[config.mk]
export PLATFORM = sky130hd
export DESIGN_NAME = bram_stream_mover
export DESIGN_NICKNAME = d
export VERILOG_FILES = /design/src/rtl/bram_stream_mover.sv
export SDC_FILE = /design/constraint.sdc
export NUM_CORES = 1
export LEC_CHECK = 0
export CAP_MARGIN = 20
export CORE_MARGIN = 4
export CORE_UTILIZATION = 35
export CTS_CLUSTER_SIZE = 40
export DETAILED_ROUTE_END_ITERATION = 8
export PLACE_DENSITY_LB_ADDON = 0.12
export SKIP_LAST_GASP = 1
export SYNTH_ARGS = -nofsm -noshare
export SYNTH_HDL_FRONTEND = slang
export SYNTH_SLANG_ARGS = --single-unit
[constraint.sdc]
create_clock -name clk -period 4.95 [get_ports clk]
set_input_delay 0.99 -clock clk [delete_from_list [all_inputs] [get_ports clk]]
set_output_delay 0.99 -clock clk [all_outputs]
set_load 0.02 [all_outputs]
[src/rtl/bram_stream_mover.sv]
`default_nettype none
// ============================================================================
// Module   : bram_stream_mover
// Desc     : Moves a block of words between a ready/valid stream and one
//            BRAM port. LOAD writes the input stream into BRAM, DUMP reads
//            BRAM through a 2-entry FIFO onto the output stream.
// Revision : 1.0 - initial release
// ============================================================================
module bram_stream_mover #(
  parameter int DWIDTH = 32,
  parameter int AWIDTH = 12
) (
  input  logic              clk,
  input  logic              reset_n,
  input  logic              start,
  input  logic              mode,
  input  logic [AWIDTH-1:0] base_addr,
  input  logic [AWIDTH:0]   num_words,
  output logic              busy,
  output logic              done,
  input  logic              s_valid,
  output logic              s_ready,
  input  logic [DWIDTH-1:0] s_data,
  output logic              m_valid,
  input  logic              m_ready,
  output logic [DWIDTH-1:0] m_data,
  output logic [AWIDTH-1:0] bram_addr,
  output logic              bram_ce,
  output logic              bram_we,
  output logic [DWIDTH-1:0] bram_d,
  input  logic [DWIDTH-1:0] bram_q
);

  typedef enum logic [1:0] {
    S_IDLE = 2'd0,
    S_LOAD = 2'd1,
    S_DUMP = 2'd2,
    S_DONE = 2'd3
  } state_t;

  localparam logic [AWIDTH:0]   c_CNT_ONE  = {{AWIDTH{1'b0}}, 1'b1};
  localparam logic [AWIDTH-1:0] c_ADDR_ONE = {{(AWIDTH-1){1'b0}}, 1'b1};

  state_t              r_state;
  state_t              w_state_nxt;
  logic [AWIDTH-1:0]   r_addr;      // current BRAM address, wraps naturally
  logic [AWIDTH:0]     r_len;       // latched transfer length
  logic [AWIDTH:0]     r_cnt;       // words written (LOAD) or reads issued (DUMP)
  logic [AWIDTH:0]     r_pop_cnt;   // words popped from the output FIFO
  logic [DWIDTH-1:0]   r_fifo [2];
  logic                r_wr_ptr;
  logic                r_rd_ptr;
  logic [1:0]          r_occ;
  logic                r_inflight;  // a read was issued last cycle; bram_q is valid now
  logic                w_start;
  logic                w_wr;
  logic                w_rd;
  logic                w_pop;
  logic [2:0]          w_credit;

  assign w_start   = (r_state == S_IDLE) && start;
  assign busy      = (r_state != S_IDLE);
  assign done      = (r_state == S_DONE);
  assign s_ready   = (r_state == S_LOAD) && (r_cnt < r_len);
  assign w_wr      = s_valid && s_ready;
  assign m_valid   = (r_occ != 2'd0);
  assign w_pop     = m_valid && m_ready;
  // FIFO slots already committed: stored words plus the read landing now,
  // minus the word leaving this cycle. Counting the pop lets the read
  // pipeline run back-to-back when the consumer never stalls.
  assign w_credit  = {1'b0, r_occ} + {2'b00, r_inflight} - {2'b00, w_pop};
  assign w_rd      = (r_state == S_DUMP) && (w_credit < 3'd2) && (r_cnt < r_len);
  assign bram_ce   = w_wr || w_rd;
  assign bram_we   = w_wr;
  assign bram_addr = r_addr;
  assign bram_d    = w_wr ? s_data : '0;
  assign m_data    = m_valid ? r_fifo[r_rd_ptr] : '0;

  // State register
  always_ff @(posedge clk or negedge reset_n) begin
    if (!reset_n) r_state <= S_IDLE;
    else          r_state <= w_state_nxt;
  end

  // Next-state decode: a zero-length command skips straight to DONE
  always_comb begin
    w_state_nxt = r_state;
    case (r_state)
      S_IDLE: begin
        if (start) begin
          if (num_words == '0) w_state_nxt = S_DONE;
          else if (mode)       w_state_nxt = S_DUMP;
          else                 w_state_nxt = S_LOAD;
        end
      end
      S_LOAD: if (w_wr && (r_cnt == r_len - c_CNT_ONE))      w_state_nxt = S_DONE;
      S_DUMP: if (w_pop && (r_pop_cnt == r_len - c_CNT_ONE)) w_state_nxt = S_DONE;
      S_DONE: w_state_nxt = S_IDLE;
      default: w_state_nxt = S_IDLE;
    endcase
  end

  // Command latch, address walk and transfer counters
  always_ff @(posedge clk or negedge reset_n) begin
    if (!reset_n) begin
      r_addr    <= '0;
      r_len     <= '0;
      r_cnt     <= '0;
      r_pop_cnt <= '0;
    end else if (w_start) begin
      r_addr    <= base_addr;
      r_len     <= num_words;
      r_cnt     <= '0;
      r_pop_cnt <= '0;
    end else begin
      if (bram_ce) begin
        r_addr <= r_addr + c_ADDR_ONE;
        r_cnt  <= r_cnt + c_CNT_ONE;
      end
      if (w_pop) r_pop_cnt <= r_pop_cnt + c_CNT_ONE;
    end
  end

  // Read pipeline tracking and FIFO pointers/occupancy; reset drops everything
  always_ff @(posedge clk or negedge reset_n) begin
    if (!reset_n) begin
      r_inflight <= 1'b0;
      r_wr_ptr   <= 1'b0;
      r_rd_ptr   <= 1'b0;
      r_occ      <= 2'd0;
    end else begin
      r_inflight <= w_rd;
      if (r_inflight) r_wr_ptr <= ~r_wr_ptr;
      if (w_pop)      r_rd_ptr <= ~r_rd_ptr;
      case ({r_inflight, w_pop})
        2'b10:   r_occ <= r_occ + 2'd1;
        2'b01:   r_occ <= r_occ - 2'd1;
        default: r_occ <= r_occ;
      endcase
    end
  end

  // FIFO storage captures the registered BRAM output one cycle after the read
  always_ff @(posedge clk) begin
    if (r_inflight) r_fifo[r_wr_ptr] <= bram_q;
  end

endmodule
`default_nettype wire

==> flow_summary.toml <==
[route]
first_pass_iters = 4
route.detailed.drc = 0
drtAntennaViolNets = 0
wire_per_inst_um = 16.54
vias = 5360
wirelength_mm = 17.49
via_per_inst = 5.071
drt_iter0_drc = 278

[setup_path]
startpoint = "m_ready"
reg2reg_slack_ns = 1.34
worst-r2r-cell-count = 12
crit_fanout = 3
cp_data_arrival_time_ns = 3.70
start_kind = "input port"
critPathRequiredTime_ns = 3.96
critical_path_class = "in -> out"
r2r_end = "r_cnt[6]$_DFFE_PN0P_"
crit_path_end_kind = "output pin"
worstReg2RegStart = "r_occ[1]$_DFFE_PN0N_"
critPathCapture = "bram_ce"

[power_and_ir_drop]
p_seq_frac = 0.312
switching_share = 0.3849
clkPwrFrac = 0.250
internal_power_mw = 3.371
vdd_drop_max_uv = 329.8
comb_power_share = 0.438
p_sw_mw = 2.109
p_leak_nw = 3.682
p_per_area_mw_per_mm2 = 588.1

[logic_synthesis]
syn-cell-area_mm2 = 0.006693
postSynthCellCount = 640
synthDistinctLibCells = 64
yosys-top-cells-count = "68 x nor2_1, 64 x edfxtp_1, 58 x dfrtp_1"
async_reset_ff_frac = 0.4754
syn-num-nets = 760
synth_top_area_frac = 0.2872
seq_area_frac_synth = 0.5040
synth_top_cell_by_area = "edfxtp_1"
synth_edf_count = 64
synth_ff_type = "edfxtp_1"
yosysWarningCount = 0
ys_top_cells_by_area = "edfxtp_1 29%, dfrtp_1 22%, mux2i_1 5.5%"
synth_most_common_cell = "nor2_1"
synth.avg_cell_area_um2 = 10.46
synth-seq-cells = 122

[cts]
cts_max_path_buffers = 2
clock-sinks = 122
path_clk_slew_ns = 0.06
post_cts_buffers = 0
clock_latency_ns = 0.42
cts-root-buf = "clkbuf_16"
cts_tree = "built"
ctsHoldBuffers = 0
cts_buffers = 17
h-tree-depth = 4

[sta]
rsz0062_at_grt = "no"
finalHoldViolations = 0
tightestPinTransition_ns = 1.023
fin_skew_ns = 0.007774
final.min_clock_period_ns = 4.686
fmax_mhz = 213.4
slew_violations = 0
fin_crit_sh = 0.9467
tns_ns = 0
max_slew_margin = 0.3177
setup-violations-final = 0

[floorplan]
die_y_um = 146.3
io_pins = 177
die-area_mm2 = 0.02140
coreArea_mm2 = 0.01877
die_w_um = 146.3
start_util = 0.3566
row_count = 50

[global_routing]
gr-usage-all-layers = 0.1640
top_usage_layer = "met2"
grt_pass1_vias = 5503
grt_max_degree = 69
grt-ovfl-total = 0
antenna_found_initial = 0
grt_use_met3 = 0.03600
use_met1 = 0.2141
grt_pass1_wl_mm = 28.39
grtUsageMet2 = 0.2651

[place]
hpwl_mm = 12.89
globalplace.congestion = 0.8541
post-place-cells = 1026
dpl_cell_area_mm2 = 0.008673
port_buffers = 176

[cells_and_area]
instances_no_fill = 1057
final_area_mm2 = 0.009319
nNetsFinal = 931
drive_gt1_frac = 0.07047
area_growth_pct = 39.24
antenna_cells = 0

[flow_run]
drv_cap = 0

[status]
status = "finished, final reports clean"

[worst_hold_path]
hold_class = "reg -> reg"
==> worst max-delay path: stages <==
cell,delay [ns]
clkdlybuf4s50_1,0.46
o21a_1,0.16
ha_1,0.26
nor2b_1,0.14
fa_1,0.43
or3_1,0.41
and2_1,0.20
or2_1,0.26
inv_2,0.07
dlygate4sd2_1,0.33
==> sequential cells by signal (all words and copies together), names as in the netlist <==
signal	cells
r_fifo	64
r_pop_cnt	13
r_inflight	1
bram_addr	12
r_rd_ptr	1
r_wr_ptr	1
r_cnt	13
r_occ	2
r_len	13
r_state	2
==> per-stage QoR <==
stage,hold slack (ns),util,setup WS (ns),total power [mW]
floorplan,0.4535,-,0.4993,3.195
global placement,0.4728,0.4621,0.02542,4.107
detailed placement,0.4729,0.4621,0.02344,4.153
CTS,0.4792,0.4965,0.2649,5.540
global route,0.5070,0.4965,0.1575,5.836
finish,0.4753,0.4965,0.2638,5.480
==> what timing repair did <==
item	CTS	global route
setup endpoints to repair	1	0
hold endpoints to repair	0	0
resized for setup	1	0
==> worst min-delay path by stage <==
stage	start	end	cells after the start
floorplan	r_wr_ptr$_DFFE_PN0P_	r_wr_ptr$_DFFE_PN0P_	1
global placement	r_inflight$_DFF_PN0_	r_wr_ptr$_DFFE_PN0P_	1
detailed placement	r_inflight$_DFF_PN0_	r_wr_ptr$_DFFE_PN0P_	1
CTS	r_inflight$_DFF_PN0_	r_wr_ptr$_DFFE_PN0P_	1
global route	r_inflight$_DFF_PN0_	r_wr_ptr$_DFFE_PN0P_	1
finish	r_inflight$_DFF_PN0_	r_wr_ptr$_DFFE_PN0P_	1
==> layer usage <==
layer,routed length [um],up-vias
li1,-,2599
met1,7950,2572
met2,8349,150
met3,689,39
met4,497,0
met5,0,-
==> power by group through the flow <==
stage	clock, mW	combinational, mW	sequential (mW)
CTS	1.40	2.44	1.71
finish	1.37	2.40	1.71
global placement	0	2.40	1.71
global route	1.44	2.64	1.76
detailed placement	0	2.43	1.72
floorplan	0	1.62	1.58
==> cell type report <==
class | instances | area (um^2)
Sequential cell | 122 | 3374
Multi-Input combinational cell | 455 | 3073
Clock buffer | 17 | 425.4
Inverter | 31 | 116.4
Fill cell | 1703 | 9449
Clock inverter | 14 | 221.5
Timing Repair Buffer | 184 | 1815
Tap cell | 234 | 292.8
==> logic make-up (layout without fill, tap and decap cells) <==
logic type               after synthesis  in the layout  share of synthesized area
AND/OR/NAND/NOR                      235            235                     0.1804
flip-flops                           122            122                     0.5040
AO/OA/AOI/OAI                         95             95                    0.08880
buffers and inverters                 63            246                    0.03870
XOR/XNOR                              62             62                    0.08319
multiplexers                          38             38                    0.05702
adder cells (fa/ha/maj)               25             25                    0.04786
==> cells in the final DEF, fill, tap and decap left out, types with 11 or more instances in the layout <==
cell,count
clkdlybuf4s50_1,174
nor2_1,66
edfxtp_1,64
dfrtp_1,57
nand2_1,47
mux2i_1,37
o21ai_0,37
xnor2_1,36
and2_1,33
inv_1,30
xor2_1,25
ha_1,24
a21oi_1,18
clkbuf_16,17
nor3_1,13
nand4_1,12
nand3_1,12
or3_1,11
Note: power is estimated with default switching activity, not from simulation.
